$ cat src/rtl/instr_route.sv
// instr_route -- dual-pipe instruction router.
//
// Accepts an instruction pair from fetch (instr1 older, at pc; instr2 at pc+4),
// drops NOPs, and issues the remaining instructions in program order to an
// EVEN pipe and an ODD pipe, dual-issuing an opposite-class pair when both
// pipes are free.
//
// Instruction bits are numbered big-endian: bit 0 is the MSB (instr[31]).
//   NOP : bits [0:10] == 11'b00000000001   (instr[31:21])
//   ODD : bits [0:2]  == 3'b001            (instr[31:29]), not NOP
//   EVEN: any other non-NOP instruction
//
// Ports
//   clk, reset              clock; asynchronous active-high reset
//   in_valid, in_ready      fetch handshake (see below)
//   instr1, instr2, pc      fetched pair and address of instr1
//   flush                   discards buffered and issued-but-unconsumed work
//   even_stall, odd_stall   downstream pipe cannot accept a new instruction
//   even_valid/instr/pc     EVEN pipe output register
//   odd_valid/instr/pc      ODD pipe output register
//   dbg_state               current FSM state, for checkers
//   dual_cnt, split_cnt     performance counters (only with ROUTE_PERF_CNT_EN)
//
// Optional feature macro: ROUTE_PERF_CNT_EN adds dual_cnt (dual-issue edges)
// and split_cnt (same-class PAIR->ONE transitions). Both are cleared by reset
// only, never by flush.
//
// Handshake: a pair transfers on a rising edge where in_valid && in_ready.
// in_ready is combinational: high when the buffer is empty or is fully drained
// on this edge, and always low while flush is high. Fetch stalls on !in_ready.
// Each pipe output register changes only when its stall input is low.

module instr_route (
  input  logic        clk,
  input  logic        reset,
  input  logic        in_valid,
  input  logic [31:0] instr1,
  input  logic [31:0] instr2,
  input  logic [31:0] pc,
  output logic        in_ready,
  input  logic        flush,
  input  logic        even_stall,
  input  logic        odd_stall,
  output logic        even_valid,
  output logic        odd_valid,
  output logic [31:0] even_instr,
  output logic [31:0] odd_instr,
  output logic [31:0] even_pc,
  output logic [31:0] odd_pc,
  output logic [1:0]  dbg_state
`ifdef ROUTE_PERF_CNT_EN
  ,
  output logic [31:0] dual_cnt,
  output logic [31:0] split_cnt
`endif
);

  typedef enum logic [1:0] {
    S_EMPTY = 2'd0,
    S_PAIR  = 2'd1,
    S_ONE   = 2'd2
  } state_t;

  state_t      r_state;
  logic [31:0] r_s0_instr, r_s0_pc;
  logic [31:0] r_s1_instr, r_s1_pc;

  logic        w_n0, w_n1, w_o0, w_o1;
  logic        w_empty_drain;   // buffer already empty / both NOPs
  logic        w_single;        // exactly one instruction is a candidate
  logic        w_single_drains; // issuing that candidate empties the buffer
  logic [31:0] w_sel_instr, w_sel_pc;
  logic        w_sel_odd;
  logic        w_single_ok;
  logic        w_dual_ok;
  logic        w_drain;
  logic        w_split;
  logic        w_accept;
  logic        w_iss_even, w_iss_odd;
  logic [31:0] w_even_instr, w_even_pc, w_odd_instr, w_odd_pc;

  function automatic logic is_nop(input logic [31:0] x);
    return x[31:21] == 11'b00000000001;
  endfunction

  function automatic logic is_odd(input logic [31:0] x);
    return x[31:29] == 3'b001;
  endfunction

  assign w_n0 = is_nop(r_s0_instr);
  assign w_n1 = is_nop(r_s1_instr);
  assign w_o0 = is_odd(r_s0_instr);
  assign w_o1 = is_odd(r_s1_instr);

  // Pick what could issue this cycle. A pair with exactly one NOP is treated
  // like ONE holding the surviving instruction, so it drains in one issue.
  always_comb begin
    w_empty_drain   = 1'b0;
    w_single        = 1'b0;
    w_single_drains = 1'b0;
    w_sel_instr     = r_s1_instr;
    w_sel_pc        = r_s1_pc;
    w_dual_ok       = 1'b0;
    case (r_state)
      S_EMPTY: w_empty_drain = 1'b1;
      S_PAIR: begin
        if (w_n0 && w_n1) begin
          w_empty_drain = 1'b1;
        end else if (w_n0) begin
          w_single        = 1'b1;
          w_single_drains = 1'b1;
        end else if (w_n1) begin
          w_single        = 1'b1;
          w_single_drains = 1'b1;
          w_sel_instr     = r_s0_instr;
          w_sel_pc        = r_s0_pc;
        end else if (w_o0 != w_o1) begin
          // Opposite classes go together or not at all, keeping order.
          w_dual_ok = !even_stall && !odd_stall;
        end else begin
          w_single    = 1'b1;
          w_sel_instr = r_s0_instr;
          w_sel_pc    = r_s0_pc;
        end
      end
      S_ONE: begin
        if (w_n1) begin
          w_empty_drain = 1'b1;
        end else begin
          w_single        = 1'b1;
          w_single_drains = 1'b1;
        end
      end
      default: w_empty_drain = 1'b1;
    endcase
  end

  assign w_sel_odd   = is_odd(w_sel_instr);
  assign w_single_ok = w_single && (w_sel_odd ? !odd_stall : !even_stall);
  assign w_drain     = w_empty_drain || w_dual_ok || (w_single_ok && w_single_drains);
  assign w_split     = w_single_ok && !w_single_drains;

  assign w_iss_even   = w_dual_ok || (w_single_ok && !w_sel_odd);
  assign w_iss_odd    = w_dual_ok || (w_single_ok && w_sel_odd);
  assign w_even_instr = w_dual_ok ? (w_o0 ? r_s1_instr : r_s0_instr) : w_sel_instr;
  assign w_even_pc    = w_dual_ok ? (w_o0 ? r_s1_pc : r_s0_pc) : w_sel_pc;
  assign w_odd_instr  = w_dual_ok ? (w_o0 ? r_s0_instr : r_s1_instr) : w_sel_instr;
  assign w_odd_pc     = w_dual_ok ? (w_o0 ? r_s0_pc : r_s1_pc) : w_sel_pc;

  assign in_ready  = !flush && w_drain;
  assign w_accept  = in_valid && in_ready;
  assign dbg_state = r_state;

  always_ff @(posedge clk or posedge reset) begin
    if (reset) begin
      r_state    <= S_EMPTY;
      r_s0_instr <= '0;
      r_s0_pc    <= '0;
      r_s1_instr <= '0;
      r_s1_pc    <= '0;
      even_valid <= 1'b0;
      odd_valid  <= 1'b0;
      even_instr <= '0;
      even_pc    <= '0;
      odd_instr  <= '0;
      odd_pc     <= '0;
`ifdef ROUTE_PERF_CNT_EN
      dual_cnt   <= '0;
      split_cnt  <= '0;
`endif
    end else if (flush) begin
      // Flush overrides stalls: issued-but-unconsumed work is discarded too.
      r_state    <= S_EMPTY;
      even_valid <= 1'b0;
      odd_valid  <= 1'b0;
    end else begin
      if (w_accept) begin
        r_state    <= S_PAIR;
        r_s0_instr <= instr1;
        r_s0_pc    <= pc;
        r_s1_instr <= instr2;
        r_s1_pc    <= pc + 32'd4;
      end else if (w_drain) begin
        r_state <= S_EMPTY;
      end else if (w_split) begin
        r_state <= S_ONE;
      end
      if (!even_stall) begin
        even_valid <= w_iss_even;
        if (w_iss_even) begin
          even_instr <= w_even_instr;
          even_pc    <= w_even_pc;
        end
      end
      if (!odd_stall) begin
        odd_valid <= w_iss_odd;
        if (w_iss_odd) begin
          odd_instr <= w_odd_instr;
          odd_pc    <= w_odd_pc;
        end
      end
`ifdef ROUTE_PERF_CNT_EN
      if (w_dual_ok) dual_cnt <= dual_cnt + 32'd1;
      if (w_split)   split_cnt <= split_cnt + 32'd1;
`endif
    end
  end

endmodule

$ cat config.mk
export PLATFORM = sky130hd
export DESIGN_NAME = instr_route
export DESIGN_NICKNAME = d
export VERILOG_FILES = /design/src/rtl/instr_route.sv
export SDC_FILE = /design/constraint.sdc
export NUM_CORES = 1
export LEC_CHECK = 0
export BUFFER_PORTS_ARGS = -buffer_cell sky130_fd_sc_hd__buf_2
export CAP_MARGIN = 20
export CORE_MARGIN = 2
export CORE_UTILIZATION = 54
export DETAILED_ROUTE_END_ITERATION = 8
export PLACE_DENSITY = 0.82
export SYNTH_ARGS = -nofsm -noshare
export SYNTH_HDL_FRONTEND = slang
export SYNTH_SLANG_ARGS = --single-unit
$ cat constraint.sdc
create_clock -name clk -period 25.8 [get_ports clk]
set_input_delay 5.16 -clock clk [delete_from_list [all_inputs] [get_ports clk]]
set_output_delay 5.16 -clock clk [all_outputs]
set_load 0.02 [all_outputs]
[Word-level counts from Yosys, hierarchy flattened]
Cells that the tools add are included.
Storage, ports and cells
  bits in registers: 260
  input bits: 102
  output and inout port bits: 133
  word-level logic and storage cells: 91
Cells by class
  add/sub/neg operators: 1
  eq/ne operators: 10
  muxes and demuxes: 44
  bitwise logic cells: 3
  reductions and logical operators: 22
Operators with widths (number)
  $mux 32: 18
  $add 32x3->32 const B: 1
  $eq 11x1->1 const B: 2
  $mux 1: 19
  $eq 3x1->1 const B: 3
  $logic_and 1x1->1: 9
  $mux 2: 4
  $pmux 1 s2: 3
  $reduce_and 3->1: 2
  $logic_not 1->1: 5
  $logic_or 1x1->1: 4
  $ne 2x2->1 const B: 2
  $reduce_bool 4->1: 1
  $not 1->1: 3
  $eq 2x1->1 const B: 1
  $eq 2x2->1 const B: 1
  $reduce_and 2->1: 1
  $ne 1x1->1: 1

[Depth between registers and ports, before layout]
Gate-level depths: netlist of the first run.
  word-level depth: 16
  mapped depth: 14

[Least setup slack after synthesis of the first run]
Ideal clock, no wire load.
  path type: input to output
  start point: input odd_stall
  end point: output in_ready
  arrival: 6.190 ns
  data required time: 20.640 ns
  path slack: 14.450 ns
  stages: 5
  buffers on the path: 1
  cells stage by stage: nor2_1 > or4b_1 > buf_2 > nand3_1 > o31a_1
Between the ends
  longest elaborated chain between the ends: 10
  elaborated cells between the ends (all ways): 13
RTL lines
  start, declared: line 43  | input logic odd_stall,
  $logic_not 1->1 *
  $logic_and 1x1->1: line 119  | w_dual_ok = !even_stall && !odd_stall;
  $mux 1: line 117  | end else if (w_o0 != w_o1) begin
  $mux 1: line 112  | end else if (w_n1) begin
  $mux 1: line 109  | end else if (w_n0) begin
  $mux 1: line 107  | if (w_n0 && w_n1) begin
  $mux 1: line 104  | case (r_state)
  $logic_or 1x1->1: line 140  | assign w_drain = w_empty_drain || w_dual_ok || (w_single_ok && w_single_drains);
  $logic_or 1x1->1 *: line 140
  $logic_and 1x1->1 *: line 150  | assign in_ready = !flush && w_drain;
  end, declared: line 40  | output logic in_ready,
Every way passes the cells marked *; elsewhere a longest branch is shown, timed or not.

[Worst setup path in the final report of the first run]
  start point: input even_stall
  end point: output in_ready
Between the ends
  longest elaborated chain between the ends: 10
  elaborated cells between the ends (all ways): 13
RTL lines
  start, declared: line 42  | input logic even_stall,
  $logic_not 1->1 *
  $logic_and 1x1->1: line 119
  $mux 1: line 117
  $mux 1: line 112
  $mux 1: line 109
  $mux 1: line 107
  $mux 1: line 104
  $logic_or 1x1->1: line 140
  $logic_or 1x1->1 *: line 140
  $logic_and 1x1->1 *: line 150
Marks and branches as above.

==> results of run 1 <==
==> flip-flops by register name (all words and copies together), names as in the netlist <==
signal,flops
odd_instr,32
r_s1_instr,32
r_s0_instr,32
dbg_state,2
r_s1_pc,30
r_s0_pc,32
even_pc,32
odd_pc,32
even_instr,32
even_valid,1
odd_valid,1
==> logic make-up after synthesis <==
family                   synth area share [%]
buffers and inverters                    2.85
AO/OA/AOI/OAI                            1.93
XOR/XNOR                                 2.09
adder cells (fa/ha/maj)                 0.412
flip-flops                               53.2
AND/OR/NAND/NOR                          3.95
multiplexers                             35.6
==> cell type report <==
class                           count  area share (%)
Sequential cell                   258            45.0
Multi-Input combinational cell    512            37.7
Timing Repair Buffer              247            8.99
Clock buffer                       41            5.29
Tap cell                          280            2.44
Clock inverter                      4           0.314
Inverter                            9           0.288
==> how the worst max path moves through the flow <==
stage,slack [ns],end,start
floorplan,13.54,dbg_state[0],reset
global placement,13.90,in_ready,even_stall
detailed placement,13.85,in_ready,even_stall
CTS,13.84,in_ready,even_stall
global route,13.75,in_ready,odd_stall
finish,13.81,in_ready,even_stall
==> power breakdown <==
group | switching [mW] | total [mW] | leakage, nW | internal, mW
logic | 0.216 | 0.421 | 3.14 | 0.206
clock network | 0.150 | 0.360 | 0.393 | 0.210
registers | 0.0715 | 0.591 | 3.23 | 0.520
total | 0.437 | 1.37 | 6.77 | 0.935
==> layout by cell type, fill, tap and decap left out, drive strengths merged, types with 3 or more instances in the layout <==
cell type	netlist	final
mux2	366	366
dfrtp	258	258
buf	38	247
clkbuf	5	41
xnor2	25	25
nand3	13	13
and3	11	11
nand2	11	11
nand4	10	10
inv	9	9
o21ai	7	7
nor3	6	6
a21oi	5	5
nor2b	4	4
nor2	4	4
xor2	4	4
ha	4	4
mux2i	3	3
and2	3	3
clkinv	0	3
o31ai	3	3
or4	3	3
==> worst reg2reg max path, stage by stage, from the launching register on <==
cell      delay (ns)
dfrtp_1         0.41
nor4b_1         0.44
and3_1          0.47
ha_1            0.25
nor2b_1         0.10
o31ai_4         0.08
or4b_1          0.50
nand3_1         0.33
o311ai_4        0.32
buf_4           0.68
buf_4           0.86
mux2_2          0.51
==> stage by stage <==
stage / utilization [%] / instances
after floorplan: - / 822
after global placement: 61.5 / 1305
after detailed placement: 61.5 / 1305
after CTS: 65.2 / 1350
after global routing: 65.3 / 1351
final: 65.3 / 1351
==> metal layers <==
layer,share of wire [%],wire (µm),up-vias
met1,44,11800,3771
met5,0,0,-
met3,6.8,1810,39
met4,1.8,476,0
li1,-,-,3449
met2,47,12600,211
==> results.sh, run 1 <==
export IMPL_status="completed"
export IMPL_yosysMostFrequentCell="mux2_2"
export IMPL_clock_sinks=258
export IMPL_antenna_found_initial=1
export IMPL_powerDensity_nw_per_um2=95.7
export IMPL_yosysTopAreaCell="dfrtp_1"
export IMPL_syn_avg_cell_area_um2=14.8
export IMPL_rows=54
export IMPL_path_cells="buf_2 > nor2_1 > or4b_1 > nand3_1 > o31a_1 > buf_2"
export IMPL_fmax_mhz=83.4
export IMPL_core_area_um2=22000
export IMPL_synth_cell_types=55
export IMPL_grt_usage_pct=22.5
export IMPL_ctsLongestPathBuffers=3
export IMPL_grt_max_degree=122
export IMPL_numCtsBuffers=27
export IMPL_dieHeight_um=154
export IMPL_hold_buffers=0
export IMPL_clk_latency_ns=0.52
export IMPL_start_util_pct=55.3
export IMPL_synth_seq_cells=258
export IMPL_drive_gt1_share_pct=59.1
export IMPL_drc=0
export IMPL_synth_edf_count=0
export IMPL_crit_slowest_cell="or4b_1"
export IMPL_synth_area_leaders="dfrtp_1 53%, mux2_2 27%, mux2_4 5.7%"
export IMPL_ys_top_cells_by_count="290 x mux2_2, 258 x dfrtp_1, 46 x mux2_4"
export IMPL_fin_hold_ws_ns=0.463
export IMPL_viasPerCell=5.53
export IMPL_post_drt_wl_per_cell_um=19.7
export IMPL_reg2reg_slack_ns=20.73
export IMPL_critPathArrivalTime_ns=6.83
export IMPL_drv_slew=0
export IMPL_synth_area_um2=12100
export IMPL_setup_viol=0
export IMPL_end_kind="output pin"
export IMPL_cp_max_fo=9
export IMPL_worst_slack_ns=13.81
export IMPL_cp_top_family="simple AND/OR/NAND/NOR gates"
export IMPL_cellLeakagePower_nw=6.77
export IMPL_drtPass1Iterations=4
export IMPL_grt_ovfl_total=0
export IMPL_drt_initial_drc_count=297
export IMPL_place_area_um2=13500
export IMPL_cp_num_cells=6
export IMPL_fin_skew_ns=0.0117
export IMPL_crit_buf_inv=2
export IMPL_finalPower_mw=1.37
export IMPL_post_cts_resized=0
export IMPL_cp_common_cell="buf_2"
export IMPL_synth_nets=928
export IMPL_nets=1161
export IMPL_cts_tree="done"
export IMPL_use_met3_pct=6.12
export IMPL_clock_root_buffer="clkbuf_16"
export IMPL_fillers=1621
export IMPL_timing_setup_tns_ns=0
export IMPL_critPathKind="primary input to output pin"
export IMPL_synthFlopType="dfrtp_1"
export IMPL_critPathRequiredTime_ns=20.64
export IMPL_r2r_cells=11
export IMPL_hold_viol_final=0
export IMPL_multi_input_area_um2=5400
export IMPL_synthCells=822
export IMPL_final_area_um2=14300
export IMPL_dieArea_um2=23700
export IMPL_ant_nets=0
export IMPL_met1_usage_pct=30.2
export IMPL_yosysWarnings=0
export IMPL_vias=7470
export IMPL_yosysSeqAreaShare_pct=53.2
export IMPL_io_buffer_count=234
export IMPL_rr_endpoint="r_s1_instr[6]"
export IMPL_r2r_start="r_s1_instr[22]"
export IMPL_hold_class="register to register"
export IMPL_hp_start="odd_instr[29]"
export IMPL_grt_pass1_vias=7924
export IMPL_gp_congestion=0.837
export IMPL_crit_path_start_kind="primary input"
export IMPL_hpwl_mm=17.6
export IMPL_synthArstFlopShare_pct=100
export IMPL_busiest_layer="met2"
export IMPL_wl_mm=26.6
export IMPL_ios=235
export IMPL_critical_path_max_stage_delay_ns=0.72
export IMPL_grt_setup_unrepaired="false"
export IMPL_maxSlewHeadroom_pct=31.1
export IMPL_die_x_um=154
export IMPL_worstMarginPinSlew_ns=1.03
export IMPL_post_cts_buffers=0
export IMPL_hold_depth=1
export IMPL_path_clk_slew_ns=0.06
export IMPL_antennaDiodeCount=0
export IMPL_hold_end="odd_instr[29]"
export IMPL_pre_cts_ws_ns=13.85
export IMPL_ctsHtreeMaxLevel=1
export IMPL_regArea_um2=6460
export IMPL_syn2layout_area_growth_pct=18.1
export IMPL_grt_first_pass_wirelength_mm=43.0
export IMPL_finalCritPeriodShare_pct=46.5
export IMPL_synth_top_cell_area_share_pct=53.2
export IMPL_period_needed_ns=11.99
export IMPL_grt_use_met2_pct=37.1
export IMPL_ir_drop_mv=0.0720
export IMPL_max_cap_viol_count=0
Note: power is estimated with default switching activity, not from simulation.
==> run 2: changes to the inputs <==
==> constraint.sdc (replaced) <==
create_clock -name clk -period 11.5 [get_ports clk]
set_input_delay 2.3 -clock clk [delete_from_list [all_inputs] [get_ports clk]]
set_output_delay 2.3 -clock clk [all_outputs]
set_load 0.02 [all_outputs]
==> results.sh, run 2 (synthesis results as in run 1) <==
export IMPL_status="completed"
export IMPL_clock_root_buffer="clkbuf_16"
export IMPL_syn2layout_area_growth_pct=19.1
export IMPL_p_switching_mw=0.992
export IMPL_post_cts_resized=0
export IMPL_die_x_um=154
export IMPL_vias=7618
export IMPL_path_clk_slew_ns=0.06
export IMPL_cp_max_fo=9
export IMPL_period_needed_ns=6.28
export IMPL_wl_mm=26.6
export IMPL_ctsHtreeMaxLevel=1
export IMPL_grt_max_degree=104
export IMPL_fin_hold_ws_ns=0.470
export IMPL_dieHeight_um=154
export IMPL_maxSlewHeadroom_pct=32.0
export IMPL_start_util_pct=55.3
export IMPL_clk_latency_ns=0.52
export IMPL_nets=1158
export IMPL_core_area_um2=22000
export IMPL_drtPass1Iterations=4
export IMPL_antenna_found_initial=2
export IMPL_dieArea_um2=23700
export IMPL_grt_ovfl_total=0
export IMPL_finalCritPeriodShare_pct=54.6
export IMPL_grt_pass1_vias=7810
export IMPL_clock_sinks=258
export IMPL_p_sw_share_pct=31.3
export IMPL_ir_drop_mv=0.137
export IMPL_drt_initial_drc_count=313
export IMPL_hold_viol_final=0
export IMPL_critPathRequiredTime_ns=9.20
export IMPL_fin_skew_ns=0.00805
export IMPL_cts_tree="done"
export IMPL_fmax_mhz=159
export IMPL_hold_class="register to register"
export IMPL_cellLeakagePower_nw=6.83
export IMPL_critPathArrivalTime_ns=3.98
export IMPL_numCtsBuffers=27
export IMPL_finalPower_mw=3.17
export IMPL_p_int_mw=2.18
export IMPL_final_util_pct=65.8
export IMPL_drv_slew=0
export IMPL_crit_path_start_kind="primary input"
export IMPL_ant_nets=0
export IMPL_grt_first_pass_wirelength_mm=43.1
export IMPL_hold_buffers=0
export IMPL_hpwl_mm=17.3
export IMPL_final_cell_mix="290 x mux2_2, 258 x dfrtp_1, 234 x buf_2, 46 x mux2_4, 30 x mux2_1"
export IMPL_grt_setup_unrepaired="false"
export IMPL_combPwrFrac_pct=29.7
export IMPL_post_cts_buffers=0
export IMPL_gp_congestion=0.799
export IMPL_drive_gt1_share_pct=60.0
export IMPL_viasPerCell=5.63
export IMPL_rows=54
export IMPL_post_drt_wl_per_cell_um=19.7
export IMPL_clkPwrFrac_pct=28.5
export IMPL_ios=235
export IMPL_io_buffer_count=234
export IMPL_grt_usage_pct=22.7
export IMPL_max_cap_viol_count=0
export IMPL_setup_viol=0
export IMPL_powerDensity_nw_per_um2=219
export IMPL_ctsLongestPathBuffers=3
export IMPL_power_frac_seq_pct=41.8
export IMPL_drc=0
export IMPL_timing_setup_tns_ns=0
export IMPL_end_kind="output pin"
export IMPL_worstMarginPinSlew_ns=1.01
export IMPL_layout_commonest_cell="mux2_2"
export IMPL_critPathKind="primary input to output pin"
[run 2: cell count changes in the layout (fill, tap and decap cells not counted)]
cell        previous run  this run
clkbuf_1              11         2
clkbuf_8               3        12
buf_4                 12         9
clkinv_2               3         5
bufinv_16              1         2
clkinvlp_4             0         1
diode_2                0         1
[run 2: final timing paths]
check                          startpoint              to  slack (ns)  cells after the start
setup / recovery               even_stall        in_ready        5.22                      6
hold / removal              odd_instr[29]   odd_instr[29]        0.47                      1
setup reg to reg           r_s1_instr[22]  r_s0_instr[13]        6.51                     11
hold reg to reg             odd_instr[29]   odd_instr[29]        0.47                      1
max in group asynchronous           reset     r_s0_pc[31]        8.19                      3
min in group asynchronous           reset    odd_instr[8]        1.92                      2
[run 2: power by group through the flow]
stage | clock network (mW) | registers (mW) | logic [mW]
finish | 0.902 | 1.33 | 0.941
global route | 0.957 | 1.36 | 1.01
floorplan | 0 | 1.52 | 0.444
CTS | 0.921 | 1.33 | 0.952
detailed placement | 0 | 1.34 | 0.947
global placement | 0 | 1.32 | 0.927
[run 2: per-layer routing]
metal  up-vias  share of wire, %  global-route usage, %
met5         -                 0                      0
met4         0               2.1                   5.12
met3        39               7.7                   6.51
met2       233                47                   36.5
met1      3886                43                   30.7
li1       3460                 -                      -
[run 2: metrics by stage]
step / worst slack, ns / cell area (µm²) / cells
final: 5.22 / 14500 / 1353
after detailed placement: 5.29 / 13500 / 1302
after global routing: 5.16 / 14500 / 1353
after global placement: 5.32 / 13500 / 1302
after floorplan: 2.10 / 12100 / 822
after CTS: 5.27 / 14400 / 1351
[run 2: area by class of cell]
| class | instances | area (µm²) |
|---|---|---|
| diodes | 1 | 2.50 |
| clock inverters | 8 | 92.6 |
| clock buffers | 41 | 848 |
| inverters | 9 | 41.3 |
| fillers | 1608 | 7500 |
| well taps | 280 | 350 |
| flip-flops and latches | 258 | 6460 |
| repair buffers | 244 | 1270 |
| multi-input cells | 512 | 5400 |
[run 2: worst max-delay path: stages]
cell,delay [ns]
buf_2,0.14
nor2_1,0.11
or4b_1,0.72
nand3_1,0.32
o31a_1,0.20
buf_2,0.18
==> run 3: changes to the inputs <==
--- a/config.mk
+++ b/config.mk
@@ -8,9 +8,9 @@
 export BUFFER_PORTS_ARGS = -buffer_cell sky130_fd_sc_hd__buf_2
 export CAP_MARGIN = 20
 export CORE_MARGIN = 2
-export CORE_UTILIZATION = 54
+export CORE_UTILIZATION = 50
 export DETAILED_ROUTE_END_ITERATION = 8
-export PLACE_DENSITY = 0.82
+export PLACE_DENSITY = 0.8
 export SYNTH_ARGS = -nofsm -noshare
 export SYNTH_HDL_FRONTEND = slang
 export SYNTH_SLANG_ARGS = --single-unit
==> constraint.sdc (replaced) <==
create_clock -name clk -period 5.3 [get_ports clk]
set_input_delay 1.06 -clock clk [delete_from_list [all_inputs] [get_ports clk]]
set_output_delay 1.06 -clock clk [all_outputs]
set_load 0.02 [all_outputs]
==> results.sh, run 3 (synthesis results as in run 1) <==
export IMPL_vias=7455
export IMPL_grt_pass1_vias=8012
export IMPL_ant_nets=0
export IMPL_rows=57
export IMPL_grt_max_degree=133
export IMPL_cp_max_fo=8
export IMPL_max_cap_viol_count=0
export IMPL_ios=235
export IMPL_powerDensity_nw_per_um2=478
export IMPL_final_cell_mix="290 x mux2_2, 258 x dfrtp_1, 234 x buf_2, 46 x mux2_4, 30 x mux2_1"
export IMPL_startpoint="r_s1_instr[22]"
export IMPL_drt_initial_drc_count=356
export IMPL_ctsLongestPathBuffers=3
export IMPL_nets=1162
export IMPL_post_cts_resized=0
export IMPL_final_util_pct=60.6
export IMPL_end_kind="output pin"
export IMPL_maxSlewHeadroom_pct=39.4
export IMPL_antenna_found_initial=2
export IMPL_timing_setup_tns_ns=0
export IMPL_critPathKind="register to output pin"
export IMPL_hold_class="register to register"
export IMPL_cts_tree="done"
export IMPL_grt_ovfl_total=0
export IMPL_drive_gt1_share_pct=60.2
export IMPL_reg2reg_slack_ns=1.41
export IMPL_dieArea_um2=25600
export IMPL_cellLeakagePower_nw=6.87
export IMPL_syn2layout_area_growth_pct=20.3
export IMPL_finalCritPeriodShare_pct=84.8
export IMPL_layout_commonest_cell="mux2_2"
export IMPL_post_cts_buffers=0
export IMPL_path_clk_slew_ns=0.06
export IMPL_gp_congestion=0.789
export IMPL_crit_path_start_kind="register"
export IMPL_rr_endpoint="r_s0_pc[22]"
export IMPL_wl_mm=26.2
export IMPL_grt_first_pass_wirelength_mm=42.7
export IMPL_critPathArrivalTime_ns=3.43
export IMPL_ir_drop_mv=0.293
export IMPL_period_needed_ns=4.49
export IMPL_post_drt_wl_per_cell_um=18.7
export IMPL_core_area_um2=24100
export IMPL_fmax_mhz=222
export IMPL_fillers=1888
export IMPL_numCtsBuffers=28
export IMPL_setup_viol=0
export IMPL_ctsHtreeMaxLevel=1
export IMPL_grt_usage_pct=20.6
export IMPL_r2r_start="r_s1_instr[22]"
export IMPL_status="completed"
export IMPL_clock_sinks=258
export IMPL_viasPerCell=5.31
export IMPL_hold_buffers=0
export IMPL_clock_root_buffer="clkbuf_16"
export IMPL_worstMarginPinSlew_ns=0.903
export IMPL_clk_latency_ns=0.53
export IMPL_endpoint="in_ready"
export IMPL_r2r_cells=10
export IMPL_hold_viol_final=0
export IMPL_die_x_um=160
export IMPL_critPathRequiredTime_ns=4.24
export IMPL_grt_setup_unrepaired="false"
export IMPL_drc=0
export IMPL_io_buffer_count=234
export IMPL_drv_slew=0
export IMPL_start_util_pct=50.4
export IMPL_dieHeight_um=160
export IMPL_hpwl_mm=17.5
export IMPL_fin_skew_ns=0.0114
export IMPL_drtPass1Iterations=4
[run 3: cell count changes in the layout (fill, tap and decap cells not counted), moves of 2 or more]
cell        before  now
buf_12           0    3
diode_2          1    3
clkbuf_8        12    6
bufinv_16        2    4
clkbuf_16       27   29
clkinvlp_4       1    3
clkinv_2         5    9
[run 3: worst min path at each step]
| stage | from | to | slack [ns] | depth (start not counted) |
|---|---|---|---|---|
| after floorplan | r_s0_pc[10] | r_s0_pc[10] | 0.48 | 1 |
| after global placement | odd_instr[29] | odd_instr[29] | 0.45 | 1 |
| after detailed placement | odd_instr[29] | odd_instr[29] | 0.47 | 1 |
| after CTS | odd_instr[29] | odd_instr[29] | 0.48 | 1 |
| after global routing | odd_instr[29] | odd_instr[29] | 0.51 | 1 |
| final | odd_instr[29] | odd_instr[29] | 0.47 | 1 |
[run 3: routing by layer]
| metal | vias to the layer above | global-route usage [%] | part of all wire, % |
|---|---|---|---|
| li1 | 3470 | - | - |
| met1 | 3727 | 27.1 | 43 |
| met2 | 218 | 34.7 | 48 |
| met3 | 40 | 5.32 | 7.0 |
| met4 | 0 | 4.42 | 2.1 |
| met5 | - | 0 | 0 |
[run 3: worst max-delay path: stages, from the launching register on]
cell and delay, ns:
dfrtp_1 0.40, nor4b_1 0.36, and3_1 0.42, ha_1 0.23, nor2b_1 0.09, o31ai_4 0.08, o21bai_4 0.23, mux2_2 0.41
a21oi_1 0.30, o31a_1 0.20, buf_2 0.20
[run 3: power by group]
part / total (mW) / leakage [nW] / internal (mW) / switching, mW
Combinational: 2.04 / 3.15 / 1.00 / 1.04
Clock: 2.06 / 0.495 / 1.27 / 0.784
Sequential: 2.88 / 3.23 / 2.53 / 0.352
Total: 6.98 / 6.87 / 4.80 / 2.17
[run 3: area by class of cell]
type	instances	area (µm²)	area share, %
Antenna cell	3	7.51	0.0514
Clock inverter	15	180	1.23
Sequential cell	258	6460	44.2
Clock buffer	37	816	5.58
Timing Repair Buffer	247	1310	8.94
Tap cell	324	405	2.77
Inverter	9	37.5	0.257
Multi-Input combinational cell	512	5400	37.0
[run 3: through the flow]
stage | instances | hold WS [ns] | total power, mW | setup slack, ns | area, µm²
2_1_floorplan | 822 | 0.475 | 4.26 | 0.840 | 12100
3_3_place_gp | 1349 | 0.446 | 4.89 | 1.42 | 13600
3_5_place_dp | 1349 | 0.468 | 4.96 | 1.37 | 13600
4_1_cts | 1401 | 0.483 | 7.05 | 0.795 | 14600
5_1_grt | 1402 | 0.511 | 7.32 | 0.472 | 14600
6_report | 1405 | 0.475 | 6.98 | 0.805 | 14600
